$ cat src/rtl/cpu6_trap_ctrl.sv
// Trap/return sequencer for cpu6: takes M-stage exceptions, interrupts and mret, strobes CSR updates,
// flushes the pipe and redirects fetch. Optional vectored interrupt mode: CPU6_TRAP_VECTORED_EN.
module cpu6_trap_ctrl #(
   parameter int unsigned XLEN         = 32,
   parameter int unsigned EXT_IRQ_CODE = 11
) (
   input  logic            clk,
   input  logic            reset,
   input  logic            validM,
   input  logic [XLEN-1:0] pcM,
   input  logic            ecallM,
   input  logic            illegalM,
   input  logic            mretM,
   input  logic            ext_irq,
   input  logic            mie_i,
   input  logic [XLEN-1:0] mtvec_i,
   input  logic [XLEN-1:0] mepc_i,
   output logic            flush_o,
   output logic            stallF_o,
   output logic            epc_we,
   output logic [XLEN-1:0] epc_wdat,
   output logic            cause_we,
   output logic [XLEN-1:0] cause_wdat,
   output logic            mstatus_trap,
   output logic            mstatus_mret,
   output logic            redirect_o,
   output logic [XLEN-1:0] redirect_pc,
   output logic            busy_o
);

   localparam logic [XLEN-1:0] CAUSE_ILLEGAL = XLEN'(2);
   localparam logic [XLEN-1:0] CAUSE_ECALL   = XLEN'(11);
   localparam logic [XLEN-1:0] CAUSE_IRQ     = {1'b1, (XLEN-1)'(EXT_IRQ_CODE)};

   typedef enum logic [1:0] {
      ST_IDLE  = 2'd0,
      ST_TRAP  = 2'd1,
      ST_RET   = 2'd2,
      ST_REDIR = 2'd3
   } state_e;

   state_e            state_q, state_d;
   logic              flush_q, flush_d;
   logic              stall_q, stall_d;
   logic              epc_we_q, epc_we_d;
   logic [XLEN-1:0]   epc_wdat_q, epc_wdat_d;
   logic              cause_we_q, cause_we_d;
   logic [XLEN-1:0]   cause_wdat_q, cause_wdat_d;
   logic              ms_trap_q, ms_trap_d;
   logic              ms_mret_q, ms_mret_d;
   logic              redirect_q, redirect_d;
   logic [XLEN-1:0]   redirect_pc_q, redirect_pc_d;
   logic              busy_q, busy_d;

   logic              trap_ev;
   logic              ret_ev;
   logic [XLEN-1:0]   ev_cause;
   logic [XLEN-1:0]   vec_base;
   logic [XLEN-1:0]   trap_target;

   // Event decode with fixed priority: illegal > ecall > enabled irq > mret
   always_comb begin
      trap_ev  = 1'b0;
      ret_ev   = 1'b0;
      ev_cause = '0;
      if (validM) begin
         if (illegalM) begin
            trap_ev  = 1'b1;
            ev_cause = CAUSE_ILLEGAL;
         end else if (ecallM) begin
            trap_ev  = 1'b1;
            ev_cause = CAUSE_ECALL;
         end else if (ext_irq && mie_i) begin
            trap_ev  = 1'b1;
            ev_cause = CAUSE_IRQ;
         end else if (mretM) begin
            ret_ev   = 1'b1;
         end
      end
   end

   assign vec_base = {mtvec_i[XLEN-1:2], 2'b00};

`ifdef CPU6_TRAP_VECTORED_EN
   // Interrupts in vectored mode land at base + 4*code; the latched cause is still valid in TRAP
   always_comb begin
      trap_target = vec_base;
      if ((mtvec_i[1:0] == 2'b01) && cause_wdat_q[XLEN-1]) begin
         trap_target = vec_base + {cause_wdat_q[XLEN-3:0], 2'b00};
      end
   end
`else
   logic unused_mode;
   assign trap_target = vec_base;
   assign unused_mode = ^mtvec_i[1:0];
`endif

   // Next state and next registered outputs; every output defaults to 0 (IDLE values)
   always_comb begin
      state_d       = state_q;
      flush_d       = 1'b0;
      stall_d       = 1'b0;
      epc_we_d      = 1'b0;
      epc_wdat_d    = '0;
      cause_we_d    = 1'b0;
      cause_wdat_d  = '0;
      ms_trap_d     = 1'b0;
      ms_mret_d     = 1'b0;
      redirect_d    = 1'b0;
      redirect_pc_d = '0;
      busy_d        = 1'b0;

      case (state_q)
         ST_IDLE: begin
            if (trap_ev) begin
               state_d      = ST_TRAP;
               flush_d      = 1'b1;
               stall_d      = 1'b1;
               epc_we_d     = 1'b1;
               epc_wdat_d   = pcM;
               cause_we_d   = 1'b1;
               cause_wdat_d = ev_cause;
               ms_trap_d    = 1'b1;
               busy_d       = 1'b1;
            end else if (ret_ev) begin
               state_d      = ST_RET;
               flush_d      = 1'b1;
               stall_d      = 1'b1;
               epc_wdat_d   = '0;
               ms_mret_d    = 1'b1;
               busy_d       = 1'b1;
            end
         end
         ST_TRAP: begin
            state_d       = ST_REDIR;
            redirect_d    = 1'b1;
            redirect_pc_d = trap_target;
            flush_d       = 1'b1;
            busy_d        = 1'b1;
         end
         ST_RET: begin
            state_d       = ST_REDIR;
            redirect_d    = 1'b1;
            redirect_pc_d = mepc_i;
            flush_d       = 1'b1;
            busy_d        = 1'b1;
         end
         ST_REDIR: begin
            state_d = ST_IDLE;
         end
         default: begin
            state_d = ST_IDLE;
         end
      endcase
   end

   // Synchronous reset abandons any trap in flight
   always_ff @(posedge clk) begin
      if (!reset) begin
         state_q       <= ST_IDLE;
         flush_q       <= 1'b0;
         stall_q       <= 1'b0;
         epc_we_q      <= 1'b0;
         epc_wdat_q    <= '0;
         cause_we_q    <= 1'b0;
         cause_wdat_q  <= '0;
         ms_trap_q     <= 1'b0;
         ms_mret_q     <= 1'b0;
         redirect_q    <= 1'b0;
         redirect_pc_q <= '0;
         busy_q        <= 1'b0;
      end else begin
         state_q       <= state_d;
         flush_q       <= flush_d;
         stall_q       <= stall_d;
         epc_we_q      <= epc_we_d;
         epc_wdat_q    <= epc_wdat_d;
         cause_we_q    <= cause_we_d;
         cause_wdat_q  <= cause_wdat_d;
         ms_trap_q     <= ms_trap_d;
         ms_mret_q     <= ms_mret_d;
         redirect_q    <= redirect_d;
         redirect_pc_q <= redirect_pc_d;
         busy_q        <= busy_d;
      end
   end

   assign flush_o      = flush_q;
   assign stallF_o     = stall_q;
   assign epc_we       = epc_we_q;
   assign epc_wdat     = epc_wdat_q;
   assign cause_we     = cause_we_q;
   assign cause_wdat   = cause_wdat_q;
   assign mstatus_trap = ms_trap_q;
   assign mstatus_mret = ms_mret_q;
   assign redirect_o   = redirect_q;
   assign redirect_pc  = redirect_pc_q;
   assign busy_o       = busy_q;

endmodule
$ cat config.mk
export PLATFORM = sky130hd
export DESIGN_NAME = cpu6_trap_ctrl
export DESIGN_NICKNAME = d
export VERILOG_FILES = /design/src/rtl/cpu6_trap_ctrl.sv
export SDC_FILE = /design/constraint.sdc
export NUM_CORES = 1
export LEC_CHECK = 0
export BUFFER_PORTS_ARGS = -buffer_cell sky130_fd_sc_hd__buf_2
export CAP_MARGIN = 5
export CORE_MARGIN = 3
export CORE_UTILIZATION = 38
export CTS_BUF_LIST = sky130_fd_sc_hd__clkbuf_16
export DETAILED_ROUTE_END_ITERATION = 10
export PLACE_DENSITY = 0.88
export SYNTH_ARGS = -nofsm -noshare
export SYNTH_HDL_FRONTEND = slang
export SYNTH_SLANG_ARGS = --single-unit
export TNS_END_PERCENT = 1
$ cat constraint.sdc
create_clock -name clk -period 1.6 [get_ports clk]
set_clock_uncertainty 0.1 [all_clocks]
set_input_delay 0.4 -clock clk [delete_from_list [all_inputs] [get_ports clk]]
set_output_delay 0.4 -clock clk [all_outputs]
set_load 0.01 [all_outputs]
==> impl_metrics.yaml, run 1 <==
status:
  status: "complete, no violations"
floorplanning:
  coreArea_sq_mm: 0.00646
  dieArea_sq_mm: 0.00777
  ios: 208
  die_x_um: 88.2
  rows: 29
  start_util_pct: 39.7
  die_h_um: 88.2
sta:
  hold_viol_final: 0
  setup_viol: 0
  final.setup.worst_slack_ps: 118
  min_period_ps: 1480
  finalMaxSlewViolations: 0
  worst_pin_slew_ps: 523
  max_slew_margin_pct: 65.1
  fmax_mhz: 675
  final.period_utilization_pct: 92.7
drt:
  drt-initial-drc-count: 53
  dr_total_vias: 2256
  wl_mm: 6.71
  first_pass_iters: 4
  final_antenna_net_count: 0
  vias_per_cell: 4.49
  drc_errors: 0
  wl_per_cell_um: 13.4
final_layout:
  post-route-util_pct: 57.5
  syn_to_final_growth_pct: 44.8
  instances_no_fill: 502
  fillerInstances: 582
  regArea_sq_mm: 0.00148
  multi_input_area_sq_um: 880
  drive_gt1_share_pct: 48.2
  diodes: 0
  nNetsFinal: 528
power:
  total_power_mw: 5.62
  powerDensity_mw_per_mm2: 1510
  vdd.ir_drop.worst_mv: 0.508
  p_leak_nw: 1.95
min_path:
  min_path_type: "in2reg"
worst_setup_path:
  arrival_ps: 1640
  critPathRequiredTime_ps: 1760
  cpPeakStageDelay_ps: 420
  reg2reg_slack_ps: 120
  path_class: "reg2reg"
  endpoint_kind: "register"
  worst-path-buf-inv: 1
  path_cells: "inv_2 -> ha_4 -> nand3_4 -> nor2_4 -> and2_1"
  crit_slowest_cell: "nor2_4"
  worstPathMaxFanout: 34
  cp-start-kind: "register"
  cp_top_family: "simple AND/OR/NAND/NOR gates"
placed_design:
  placed_cells: 486
  place_ws_ps: -39.7
  routabilityCongestion: 0.726
  io_buffers: 177
  hpwl_mm: 5.14
global_routing:
  busiest_layer: "met2"
  grt_max_degree: 35
  grtUsageMet1_pct: 16.3
  antenna_found_initial: 0
  grt_pass1_wl_mm: 9.41
  globalRouteMet3Util_pct: 5.27
  grtUsageMet2_pct: 29.0
  track_usage_pct: 15.8
  grt_pass1_vias: 2055
  grt_remaining_overflow: 0
clock_network:
  cts_tree: "built"
  postCtsSetupBuffers: 0
  cts.sinks: 74
  cts_max_level: 3
  path_clk_slew_ps: 60
  clockRootBuffer: "clkbuf_16"
  numCtsBuffers: 9
  clock_path_buffers: 2
  clkLatencyLatePin_ps: 320
  cts_hold_buf: 0
yosys:
  synthArstFlopShare_pct: 0
  yosysUniqueCellTypes: 24
  netlist_instances: 244
  ys_ff_latch: 74
  synth_edf_count: 0
  ys_seq_area_share_pct: 57.7
  synthFlopType: "dfxtp_1"
  syn_avg_cell_area_sq_um: 10.5
  yosys_warnings: 0
  syn_area_sq_mm: 0.00257
flow_run:
  cap_viol_max_count: 0
registers in the layout, summed over array words and instances (netlist names), 2 cells and up:
signal	flops
state_q	2
epc_wdat	32
redirect_pc	32
cause_wdat	3
synth_stat cells, types with 2 or more instances:
library cell	count	share of area, %
a21oi_1	3	0.58
a22oi_1	30	8.8
and2_1	32	7.8
and3_1	2	0.49
buf_1	2	0.29
buf_4	32	9.4
buf_6	3	1.3
clkbuf_1	7	1.0
dfxtp_1	74	58
ha_1	4	2.0
inv_1	5	0.73
nand2_1	4	0.58
nor2_1	32	4.7
o21ai_0	4	0.78
final timing paths:
path / startpoint / depth (start not counted) / end
setup / recovery: state_q[0]$_SDFFE_PN0P_ / 5 / epc_wdat[27]$_SDFF_PN0_
hold reg to reg: state_q[0]$_SDFFE_PN0P_ / 2 / state_q[0]$_SDFFE_PN0P_
setup reg to reg: state_q[0]$_SDFFE_PN0P_ / 5 / epc_wdat[27]$_SDFF_PN0_
hold / removal: pcM[3] / 2 / epc_wdat[3]$_SDFF_PN0_
cells by family (layout without fill, tap and decap cells):
logic type	count (synthesis)	count (layout)	share of synthesized area (%)
fa+ha+maj	4	4	1.95
flops	74	74	57.7
buf+inv	49	203	12.7
other cells	1	28	0.146
compound gates	41	41	12.0
simple gates	75	75	15.5
metal layers:
metal,routed length (um),vias up
met5,0,-
met4,196,0
met3,764,15
met2,3400,144
met1,2350,998
li1,-,1099
final cells by class:
type / count / share of cell area, %
inverter: 5 / 0.505
clock inverter: 7 / 2.05
tap: 77 / 2.59
multi-input combinational: 148 / 23.7
clock buffer: 9 / 6.06
timing repair buffer: 182 / 25.2
sequential: 74 / 39.9
cells in the final DEF (no fill, tap or decap):
| master | n |
|---|---|
| clkinvlp_4 | 1 |
| a32o_1 | 1 |
| a21oi_1 | 3 |
| nor3_1 | 1 |
| nand2_1 | 4 |
| nor4_1 | 1 |
| dfxtp_1 | 73 |
| o31a_1 | 1 |
| nor2_1 | 32 |
| clkinv_4 | 2 |
| nor2_4 | 1 |
| conb_1 | 28 |
| ha_4 | 1 |
| inv_1 | 3 |
| a22oi_1 | 30 |
| clkinv_1 | 1 |
| buf_2 | 177 |
| clkbuf_16 | 9 |
| a211oi_4 | 1 |
| bufinv_16 | 1 |
| dfxtp_2 | 1 |
| inv_2 | 2 |
| o21ai_0 | 4 |
| ha_1 | 3 |
| inv_6 | 2 |
| a211o_1 | 1 |
| nand3_4 | 1 |
| buf_4 | 4 |
| and2_1 | 32 |
| buf_12 | 1 |
| nor3_4 | 1 |
| and3_1 | 2 |
worst register-to-register path, delay by kind of cell (launching register included):
family	cells	cell delay [ps]
adders and majority gates	1	170
buffers and inverters	1	80
DFF	1	340
and+or+nand+nor	3	730
stage by stage:
stage	instance area, sq um	hold WS, ps	TNS, ps
floorplan	2670	377	0
global placement	3390	402	0
detailed placement	3390	451	-383
CTS	3700	160	-2.28
global route	3710	159	-12.5
finish	3710	171	0
timing repair:
action	4_1_cts	5_1_grt
pin swaps	1	1
gates resized for setup	1	5
cloned	0	0
setup endpoints to repair	33	33
report_power, final:
group	total (mW)	internal, mW	switching (mW)
clock network	1.98	1.22	0.763
logic	1.48	0.625	0.854
registers	2.16	2.08	0.0777
total	5.62	3.92	1.70
Note: power is estimated with default switching activity, not from simulation.
==> run 2: changes to the inputs <==
==> constraint.sdc (replaced) <==
create_clock -name clk -period 1.6 [get_ports clk]
set_clock_uncertainty 0.1 [all_clocks]
set_input_delay 0.24 -clock clk [delete_from_list [all_inputs] [get_ports clk]]
set_output_delay 0.24 -clock clk [all_outputs]
set_load 0.01 [all_outputs]
==> run 2 against run 1 <==
Net effect: sequential cell count unchanged; register-to-register slack improved by 40 ps; die area unchanged; critical path depth unchanged; design area decreased by 0.77%; routed wire length increased by 0.42%; sequential share of layout area increased by 0.28 points; clock power decreased by 10%; highest routed layer unchanged.
==> impl_metrics.yaml, run 2 (same netlist as run 1, synthesis figures left out) <==
status:
  status: "complete, no violations"
power:
  total_power_mw: 5.41
  p_leak_nw: 1.93
  powerDensity_mw_per_mm2: 1470
  vdd.ir_drop.worst_mv: 0.511
final_layout:
  syn_to_final_growth_pct: 43.6
  diodes: 0
  nNetsFinal: 528
  final_cell_mix: "buf_2 (177), dfxtp_1 (74), and2_1 (32), nor2_1 (32), a22oi_1 (30)"
  fillerInstances: 564
  final_common_cell: "buf_2"
  post-route-util_pct: 57.1
  drive_gt1_share_pct: 47.8
sta:
  final.period_utilization_pct: 90.2
  rsz0062_at_grt: "false"
  min_period_ps: 1440
  hold_viol_final: 0
  fmax_mhz: 693
  setup_viol: 0
  finalMaxSlewViolations: 0
  hold_slack_ps: 20.2
  final.setup.worst_slack_ps: 157
  final.setup.tns_ps: 0
drt:
  wl_per_cell_um: 13.4
  wl_mm: 6.74
  dr_total_vias: 2218
  drc_errors: 0
  drt-initial-drc-count: 30
  vias_per_cell: 4.42
  first_pass_iters: 6
  final_antenna_net_count: 0
global_routing:
  grt_pass1_vias: 2010
  grt_max_degree: 35
  grt_remaining_overflow: 0
  track_usage_pct: 15.8
  antenna_found_initial: 0
  grt_pass1_wl_mm: 9.33
worst_setup_path:
  cp-start-kind: "register"
  r2r_end: "busy_o$_SDFF_PN0_"
  reg2reg_slack_ps: 160
  cp-startpoint: "state_q[0]$_SDFFE_PN0P_"
  worstPathMaxFanout: 4
  path_class: "reg2reg"
  endpoint_kind: "register"
  reg2regPathDepth: 5
  arrival_ps: 1550
  critPathRequiredTime_ps: 1700
  rr_startpoint: "state_q[0]$_SDFFE_PN0P_"
  crit_end: "busy_o$_SDFF_PN0_"
floorplanning:
  rows: 29
  coreArea_sq_mm: 0.00646
  die_h_um: 88.2
  die_x_um: 88.2
  dieArea_sq_mm: 0.00777
  ios: 208
  start_util_pct: 39.7
clock_network:
  clock_path_buffers: 2
  numCtsBuffers: 9
  clockRootBuffer: "clkbuf_16"
  cts.sinks: 74
  cts_tree: "built"
  cts_hold_buf: 0
  clkLatencyLatePin_ps: 320
  path_clk_slew_ps: 60
  cts_max_level: 3
placed_design:
  place_ws_ps: -17.7
  hpwl_mm: 5.29
  io_buffers: 177
  routabilityCongestion: 0.717
flow_run:
  cap_viol_max_count: 0
min_path:
  hold_depth: 2
  min_path_type: "in2reg"
-- run 2: power breakdown --
group          switching, mW  internal, mW  leakage (nW)
clock network          0.731          1.04         0.135
registers             0.0739          2.08         0.601
logic                  0.850         0.635          1.20
total                   1.65          3.75          1.93
-- run 2: cell type report --
type / instances / area [sq um] / share of cell area [%]
sequential: 74 / 1480 / 40.2
timing repair buffer: 181 / 928 / 25.2
multi-input combinational: 149 / 891 / 24.2
clock buffer: 9 / 225 / 6.11
tap: 77 / 96.3 / 2.61
clock inverter: 7 / 45.0 / 1.22
inverter: 5 / 18.8 / 0.509
-- run 2: routing by layer --
metal  wire length, um  up-vias  GRT usage, %
met5                 0        -             0
met4                19        0          6.32
met3               660        2          5.27
met2              3640      132          29.7
met1              2420      982          15.9
li1                  -     1102             -
-- run 2: worst max-delay path: stages (launching register included) --
cell,delay (ps)
dfxtp_1,380
inv_1,110
ha_4,250
nand2_1,130
inv_1,80
o31a_1,290
-- run 2: per-stage QoR --
| step | area [sq um] | instances |
|---|---|---|
| finish | 3690 | 502 |
| global route | 3690 | 502 |
| global placement | 3380 | 485 |
| floorplan | 2670 | 271 |
| CTS | 3670 | 501 |
| detailed placement | 3380 | 485 |
-- run 2: worst min-delay path by stage --
stage	to	start	slack (ps)
after global routing	epc_wdat[2]$_SDFF_PN0_	pcM[2]	9
after CTS	epc_wdat[6]$_SDFF_PN0_	pcM[6]	10
final	epc_wdat[6]$_SDFF_PN0_	pcM[6]	20
after global placement	epc_wdat[28]$_SDFF_PN0_	pcM[28]	340
after floorplan	cause_wdat[31]$_SDFF_PP0_	ecallM	220
after detailed placement	epc_wdat[6]$_SDFF_PN0_	pcM[6]	340
-- run 2: timing repair --
item | 4_1_cts | 5_1_grt
pin swaps | 2 | 1
gates resized for setup | 2 | 2
setup endpoints to repair | 33 | 33
cloned | 0 | 1
setup buffers | 0 | 0
